<file path="config.mk">
export PLATFORM = sky130hd
export DESIGN_NAME = uart_ctrl
export DESIGN_NICKNAME = d
export VERILOG_FILES = /design/src/rtl/uart_ctrl.sv
export SDC_FILE = /design/constraint.sdc
export NUM_CORES = 1
export LEC_CHECK = 0
export BUFFER_PORTS_ARGS = -buffer_cell sky130_fd_sc_hd__buf_2
export CAP_MARGIN = 10
export CORE_ASPECT_RATIO = 0.8
export CORE_MARGIN = 1.5
export CORE_UTILIZATION = 40
export CTS_BUF_LIST = sky130_fd_sc_hd__clkbuf_16
export DETAILED_ROUTE_END_ITERATION = 12
export GPL_TIMING_DRIVEN = 0
export HOLD_SLACK_MARGIN = 0.05
export SETUP_SLACK_MARGIN = 0.4
export SYNTH_ARGS = -nofsm -noshare
export SYNTH_HDL_FRONTEND = slang
export SYNTH_SLANG_ARGS = --single-unit
</file>
<file path="constraint.sdc">
create_clock -name clk -period 2.8 [get_ports clk]
set_clock_uncertainty 0.1 [all_clocks]
set_input_delay 0.28 -clock clk [delete_from_list [all_inputs] [get_ports clk]]
set_output_delay 0.28 -clock clk [all_outputs]
set_load 0.02 [all_outputs]
</file>
<file path="src/rtl/uart_ctrl.sv">
// uart_ctrl: register-mapped TX/RX FIFO controller sequencing a UART core
// through its send/TxBusy handshake and holding its mode/divisor setup.
module uart_ctrl #(
   parameter int DEPTH = 8
) (
   input  logic        clk,
   input  logic        rst,
   input  logic        wr_en,
   input  logic        rd_en,
   input  logic [1:0]  addr,
   input  logic [15:0] wdata,
   output logic [15:0] rdata,
   output logic        irq,
   output logic [7:0]  uart_mode,
   output logic [15:0] uart_div,
   output logic        uart_send,
   output logic [7:0]  uart_txreg,
   input  logic        uart_txbusy,
   input  logic [7:0]  uart_rxreg,
   input  logic        uart_rxerr,
   input  logic        uart_rxint
);
   localparam int AW = $clog2(DEPTH);
   localparam logic [AW:0] FULL = (AW+1)'(DEPTH);

   typedef enum logic [1:0] {IDLE, REQ, BUSY} state_t;

   state_t        r_state, w_next;
   logic [7:0]    r_tx_mem [DEPTH];
   logic [7:0]    r_rx_mem [DEPTH];
   logic [AW-1:0] r_tx_wp, r_tx_rp, r_rx_wp, r_rx_rp;
   logic [AW:0]   r_tx_cnt, r_rx_cnt;
   logic [9:0]    r_mode;
   logic [15:0]   r_div, r_rdata;
   logic [7:0]    r_txreg;
   logic          r_tx_ovf, r_rx_ovf, r_rx_err;
   logic          r_busy_s1, r_busy_s2, r_rxint_s1, r_rxint_s2, r_rxint_d, r_rxerr_s1, r_rxerr_s2;
   logic          w_tx_empty, w_tx_full, w_rx_empty, w_rx_full, w_rx_evt;
   logic          w_data_wr, w_stat_wr, w_tx_push, w_tx_pop, w_rx_push, w_rx_pop, w_tx_active;
   logic [15:0]   w_status, w_rdata;

   assign w_tx_empty  = r_tx_cnt == '0;
   assign w_tx_full   = r_tx_cnt == FULL;
   assign w_rx_empty  = r_rx_cnt == '0;
   assign w_rx_full   = r_rx_cnt == FULL;
   assign w_rx_evt    = r_rxint_s2 & ~r_rxint_d;
   assign w_data_wr   = wr_en & (addr == 2'd0);
   assign w_stat_wr   = wr_en & (addr == 2'd1);
   assign w_tx_push   = w_data_wr & ~w_tx_full;
   assign w_rx_push   = w_rx_evt & ~w_rx_full;
   assign w_rx_pop    = rd_en & (addr == 2'd0) & ~w_rx_empty;
   assign w_tx_active = r_state != IDLE;

   assign w_status = {1'b0, 7'(r_rx_cnt), r_rx_err, r_rx_ovf, r_tx_ovf, w_tx_active,
                      w_rx_full, w_rx_empty, w_tx_full, w_tx_empty};
   assign w_rdata  = (addr == 2'd0) ? (w_rx_empty ? 16'h0000 : {8'h00, r_rx_mem[r_rx_rp]}) :
                     (addr == 2'd1) ? w_status :
                     (addr == 2'd2) ? {6'b0, r_mode} : r_div;

   always_comb begin
      w_next    = r_state;
      w_tx_pop  = 1'b0;
      uart_send = 1'b0;
      w_next    = (r_state == IDLE) ? (w_tx_empty ? IDLE : REQ) :
                  (r_state == REQ)  ? (r_busy_s2 ? BUSY : REQ) :
                                      (r_busy_s2 ? BUSY : IDLE);
      w_tx_pop  = (r_state == IDLE) & ~w_tx_empty;
      uart_send = r_state == REQ;
   end

   always_ff @(posedge clk) begin
      if (w_tx_push) r_tx_mem[r_tx_wp] <= wdata[7:0];
      if (w_rx_push) r_rx_mem[r_rx_wp] <= uart_rxreg;
   end

   always_ff @(posedge clk) begin
      if (!rst) begin
         r_state    <= IDLE;
         r_tx_wp    <= '0;
         r_tx_rp    <= '0;
         r_rx_wp    <= '0;
         r_rx_rp    <= '0;
         r_tx_cnt   <= '0;
         r_rx_cnt   <= '0;
         r_mode     <= '0;
         r_div      <= 16'h0048;
         r_rdata    <= '0;
         r_txreg    <= '0;
         r_tx_ovf   <= 1'b0;
         r_rx_ovf   <= 1'b0;
         r_rx_err   <= 1'b0;
         r_busy_s1  <= 1'b0;
         r_busy_s2  <= 1'b0;
         r_rxint_s1 <= 1'b0;
         r_rxint_s2 <= 1'b0;
         r_rxint_d  <= 1'b0;
         r_rxerr_s1 <= 1'b0;
         r_rxerr_s2 <= 1'b0;
      end else begin
         r_state    <= w_next;
         r_busy_s1  <= uart_txbusy;
         r_busy_s2  <= r_busy_s1;
         r_rxint_s1 <= uart_rxint;
         r_rxint_s2 <= r_rxint_s1;
         r_rxint_d  <= r_rxint_s2;
         r_rxerr_s1 <= uart_rxerr;
         r_rxerr_s2 <= r_rxerr_s1;
         if (w_tx_push) r_tx_wp <= r_tx_wp + AW'(1);
         if (w_tx_pop) begin
            r_tx_rp <= r_tx_rp + AW'(1);
            r_txreg <= r_tx_mem[r_tx_rp];
         end
         if (w_rx_push) r_rx_wp <= r_rx_wp + AW'(1);
         if (w_rx_pop) r_rx_rp <= r_rx_rp + AW'(1);
         r_tx_cnt <= r_tx_cnt + (AW+1)'(w_tx_push) - (AW+1)'(w_tx_pop);
         r_rx_cnt <= r_rx_cnt + (AW+1)'(w_rx_push) - (AW+1)'(w_rx_pop);
         // a sticky set in the same cycle as its clear wins, so no event is lost
         r_tx_ovf <= (r_tx_ovf & ~(w_stat_wr & wdata[5])) | (w_data_wr & w_tx_full);
         r_rx_ovf <= (r_rx_ovf & ~(w_stat_wr & wdata[6])) | (w_rx_evt & w_rx_full);
         r_rx_err <= (r_rx_err & ~(w_stat_wr & wdata[7])) | (w_rx_evt & r_rxerr_s2);
         if (wr_en && addr == 2'd2) r_mode <= wdata[9:0];
         if (wr_en && addr == 2'd3) r_div <= wdata;
         if (rd_en) r_rdata <= w_rdata;
      end
   end

   assign rdata      = r_rdata;
   assign uart_mode  = r_mode[7:0];
   assign uart_div   = r_div;
   assign uart_txreg = r_txreg;
   assign irq        = (r_mode[8] & ~w_rx_empty) | (r_mode[9] & w_tx_empty & (r_state == IDLE));
endmodule

</file>
Word-level counts from Yosys, hierarchy flattened. Memory sizes are Yosys's and may differ from the RTL's. A register that Yosys moved wholly into a read port is not among the register bits. Index checks and enable logic that the tools add are counted.

Register bits after elaboration: 74. Memory bits (writable): 128. Input bits: 33. Word-level logic and storage cells: 91. Memories kept: 2.

$add $sub $neg: 8. Equality and inequality tests: 6. Muxes and demuxes: 15. Bitwise operators: 32. Reduce and logical (&&, ||, !) cells: 8.

Memory list: r_rx_mem (words 8, bits a word 8, rd ports 1, clocked after memory_dff 1, write ports 1, RTL line 30) `logic [7:0] r_rx_mem [DEPTH];`; r_tx_mem (words 8, bits a word 8, rd ports 1, clocked after memory_dff 1, write ports 1, RTL line 29) `logic [7:0] r_tx_mem [DEPTH];`.

Operators with widths (number): 16-bit two-way mux (3); 1-bit AND (20); 3-bit by 1-bit adder with 3-bit output, second input constant (4); 4-bit by 1-bit adder with 4-bit output (2); 4-bit equality test, second input constant (2); 4-bit logical NOT (2); 2-bit two-way mux (4); 8-bit two-way mux (1); 1-bit NOT (8); 4-bit by 1-bit subtractor with 4-bit output (2); 3-bit two-way mux (2); 1-bit two-way mux (5); 2-bit by 1-bit equality test with 1-bit output, second input constant (2); 2-bit equality test, second input constant (2); 2-bit logical NOT (2); 1-bit bitwise OR (4); 1-bit logical AND (2); 2-bit nonzero test (1); 1-bit logical NOT (1).

Longest topological paths before layout.
Depth in word-level cells: 6. Depth in mapped cells: 13.

Worst setup path before layout. OpenSTA, ideal clock, no wires.

Kind: register -> register. Start point: register r_tx_cnt[2]. End point: register r_tx_cnt[2]. Setup time: 115 ps. Arrival time: 2448 ps. Data required time: 2585 ps. Slack: 137 ps. Cell stages (with the launch flop): 13. Path buffers: 1. Clock period less this slack: 2663 ps. Cell sequence: dfxtp_1 -> inv_1 -> ha_1 -> or3b_2 -> nand2_1 -> inv_2 -> buf_6 -> ha_1 -> inv_1 -> ha_1 -> fa_1 -> xor2_1 -> and2_1.

Elaborated cells on any way between the ends: 8. Those cells by class: add/sub (2); eq/ne (1); bitwise (4); reduce/logical (1).

RTL lines: start: declaration (RTL line 32) `logic [AW:0] r_tx_cnt, r_rx_cnt;`; start signal: assignment (RTL line 115) `r_tx_cnt <= r_tx_cnt + (AW+1)'(w_tx_push) - (AW+1)'(w_tx_pop);`; 4-bit logical NOT (RTL line 42) `assign w_tx_empty = r_tx_cnt == '0;`; 1-bit NOT (RTL line 67) `w_tx_pop = (r_state == IDLE) & ~w_tx_empty;`; 1-bit AND (RTL line 67); net w_tx_pop (RTL line 39) `logic w_data_wr, w_stat_wr, w_tx_push, w_tx_pop, w_rx_push, w_rx_pop, w_tx_active;`; 4-bit by 1-bit subtractor with 4-bit output (RTL line 115).

The timed path passes the listed nets, and every way through them passes these cells. A chain may end at the register's enable or synchronous reset.

Worst setup path after layout.
Start point: register r_tx_cnt[3]. End point: register r_tx_cnt[2].

The elaborated chain is that of the path after synthesis.

==> out/results.txt <==
Placed instance count: 966. The tree is rooted in a clkbuf_16. The via count of the first global-routing pass was 5530; the depth of the worst register-to-register path was 12.

The worst register-to-register path begins at r_tx_cnt[3]. The smallest clock period supported by the final layout is computed as 2460 ps. TritonCTS built the clock tree. STA puts the critical path data required time at 3100 ps. The maximum achievable frequency was 406 MHz; the critical path depth in cells was 12. For the remaining global-route overflow, the log shows 0.

The area share of the largest cell type after synthesis is 44.2%, and the post-route DRC violation count is 0. Number of enable flip-flop cells after synthesis: 128. The fraction of the yosys area taken by sequential cells was 63.8%. Once detail routing completed, the nets flagged for antenna violations numbered 0. The logs give 18.7% for the total global routing track utilization and 15 for the maximum number of pins on one net before global-route repair. The power density over cell area was 764 mW/mm^2. The total of endpoints with negative setup slack in the final report came out at 0.

The critical path goes through inv_2 -> ha_4 -> or3b_4 -> nand2_4 -> inv_6 -> buf_8 -> ha_4 -> inv_2 -> ha_4 -> fa_2 -> xor2_1 -> and2_1. Floorplan die height: 135 um. The critical path in this run is classified as reg -> reg. Sorting the synthesized cells by area gives the leading types as edfxtp_1, dfxtp_1, mux4_2.

The routed design has 20.9 mm of wire. The TritonCTS buffer count was 23. The worst setup path startpoint is r_tx_cnt[3]. In the final routed layout, each cell accounts on average for 19.9 um.

83 I/O pins were placed. For the total number of placement rows, the log shows 48. Total power draw: 8250 uW.

Setup repair after global routing could not meet its margin everywhere. The tools report the end of the worst register-to-register path as r_tx_cnt[2]. Yosys printed 0 warnings.

The first global-routing pass estimated 31.9 mm of wire. Final hold analysis gives a worst-case slack of 53.2 ps. The logs give 0 for the final number of hold-violating endpoints and 340 ps for the worst-case register-to-register setup slack. The most numerous cell type found on the critical path is ha_4. The half-perimeter wire length of the detailed placement result is 14.8 mm. The count of final max-slew check failures is 0, and the horizontal extent of the die is 168 um. In the layout the commonest cells are edfxtp_1, buf_2, dfxtp_1. The floorplan step defined a die boundary enclosing 0.0226 mm^2. The post-route netlist has 28.9% of its cells at a drive strength greater than 1. The number of synthesized register bits works out to 213. The sort of element at the start of the critical path was a register.

The number of input and output port buffers inserted is 80, and the number of DRC violations after detailed-routing iteration 0 is 368. Data on the critical path arrives at its endpoint at 2760 ps. The cell taking the most area after synthesis was edfxtp_1. The area growth from synthesis to layout is 24.1%. The count of different cell masters after synthesis is 50, and the floorplan core area is 0.0214 mm^2. Summing over every cut layer, the via total after detailed routing is 5439.

The final weighted congestion in routability-driven placement was 0.845; the average via count per standard cell was 5.18. Counting every net in the synthesized netlist gives 657. The peak fanout along the critical path works out to 2. The final layout contains 808 nets.

The run finished with clean final reports. On the critical path the largest part of the delay comes from adder cells. The async set or reset register ratio after synthesis works out to 0%. The clock latency at the later pin of the worst-skew pair was 510 ps; the critical path's largest stage delay was 400 ps. 0 antenna diodes ended up in the layout. CTS saw 213 sinks.

Once layout is complete, the cells apart from fillers number 1050. The static leakage is 0.00399 uW. Counting both buffers and inverters, the worst setup path holds a total of 4. The transition time of the tightest slew-check pin is 800 ps. The buffer depth of the longest clock path was 3. The tools report the worst slew margin relative to its limit as 46.5%.

The run gives 0 as the number of antenna violations at the first check in global routing. The worst setup path endpoint is r_tx_cnt[2]. Measured on the finished design, the core utilization comes to 50.4%.

Leaving out fill and tap cells, the most frequent cell in the layout is edfxtp_1. The period utilization is 88.0%, and the gate count after technology mapping is 607. The slowest stage of the critical path is the or3b_4 cell.

The worst setup path is captured at a register. The synthesized area per cell is 14.3 um^2, and the iteration count of the initial detailed-routing pass is 5. Netlist area before placement: 0.00870 mm^2. Clock-pin slew was measured on the worst setup and hold paths at 60 ps. Across the VDD grid, the largest voltage drop is 0.480 mV.

The level count of the clock H-tree came out at 1. Worst hold path class: in -> reg. For this run, the leading register cell type out of synthesis is edfxtp_1.

Once the floorplan was initialized, standard cells occupied 40.6% of the core. Across the run, the number of max-cap violations was 0.
==> cell usage after synthesis, types with 2 or more instances <==
library cell	number
a21boi_0	22
a21o_1	2
a21oi_1	14
a22oi_1	6
and2_1	28
and3_1	2
buf_2	9
buf_4	12
buf_6	2
clkbuf_1	14
dfxtp_1	85
edfxtp_1	128
fa_1	2
ha_1	15
inv_1	10
mux2_2	5
mux2i_1	33
mux4_1	13
mux4_2	19
nand2_1	51
nand2b_1	9
nand3_1	13
nand3b_1	2
nand4_1	3
nor2_1	18
nor2b_1	22
nor3_1	6
nor3b_1	2
o211a_1	2
o21a_1	4
o21ai_0	18
o22ai_1	6
or3b_2	3
xnor2_1	8
xor2_1	4
==> metal layers <==
layer  wire [um]  GRT usage, %  part of all wire [%]  vias to the layer above
met5           0             0                     0                        -
met4         426          5.11                   2.0                        0
met2        8900          27.5                    43                      148
met1       10200          27.7                    49                     2715
li1            -             -                     -                     2542
met3        1340          4.34                   6.4                       34
==> where the power goes <==
part           switching [uW]  internal [uW]  leakage [uW]  total (uW)
Combinational             965            863       0.00177        1830
Sequential                130           3500       0.00185        3630
Clock                    1200           1590      0.000372        2790
Total                    2290           5960       0.00399        8250
==> timing repair <==
| item | 4_1_cts | 5_1_grt |
|---|---|---|
| setup buffers | 9 | 7 |
| resized for setup | 28 | 18 |
| endpoints found under the setup margin | 99 | 38 |
| pin swaps | 5 | 8 |
| hold buffers | 26 | 0 |
| endpoints found under the hold margin | 139 | 0 |
==> kinds of logic (layout without fill, tap and decap cells) <==
family	after synthesis	in the layout	share of synthesized area, %
xor gates and xnor gates	12	12	1.21
and+or+nand+nor	165	165	9.97
DFF	213	213	63.8
adders and majority gates	17	17	2.62
buffers and inverters	50	218	3.11
muxes	70	70	13.3
AOI/OAI and AO/OA	80	80	6.03
==> layout make-up <==
type,count,area (um^2)
buffer,39,244
clock buffer,23,576
clock inverter,19,116
fill,1780,10600
inverter,11,51.3
multi-input combinational,344,3110
sequential,213,5550
tap,275,344
timing repair buffer,126,808
==> flip-flops by register name (all words and copies together), names as in the netlist, 2 cells and up, named ones only <==
register / cells
r_rx_mem: 64
r_tx_mem: 64
rdata: 16
uart_div: 16
r_mode: 10
uart_txreg: 8
r_rx_cnt: 4
r_tx_cnt: 4
r_rx_rp: 3
r_rx_wp: 3
r_tx_rp: 3
r_tx_wp: 3
r_state: 2
==> tightest hold or removal path: stages <==
cell and delay [ps]:
buf_2 180, nand2_1 80, a21boi_0 70
==> metrics by stage <==
step	setup slack, ps	cell area, um^2	TNS, ps
finish	337	10800	0
global route	278	10800	0
CTS	335	10700	0
detailed placement	130	9550	0
global placement	-665	9500	-12400
floorplan	389	8750	0
==> worst min-delay path by stage <==
stage                   from              to  slack, ps  cells after the start
4_1_cts             wdata[5]     uart_div[5]         50                      3
5_1_grt             wdata[5]     uart_div[5]         60                      3
3_5_place_dp       r_busy_s1       r_busy_s2        320                      1
3_3_place_gp      r_rxint_s1      r_rxint_s2        320                      1
2_1_floorplan  uart_rxreg[0]  r_rx_mem[0][0]        280                      0
6_report            wdata[5]     uart_div[5]         50                      3
(Power assumes the default switching activity.)
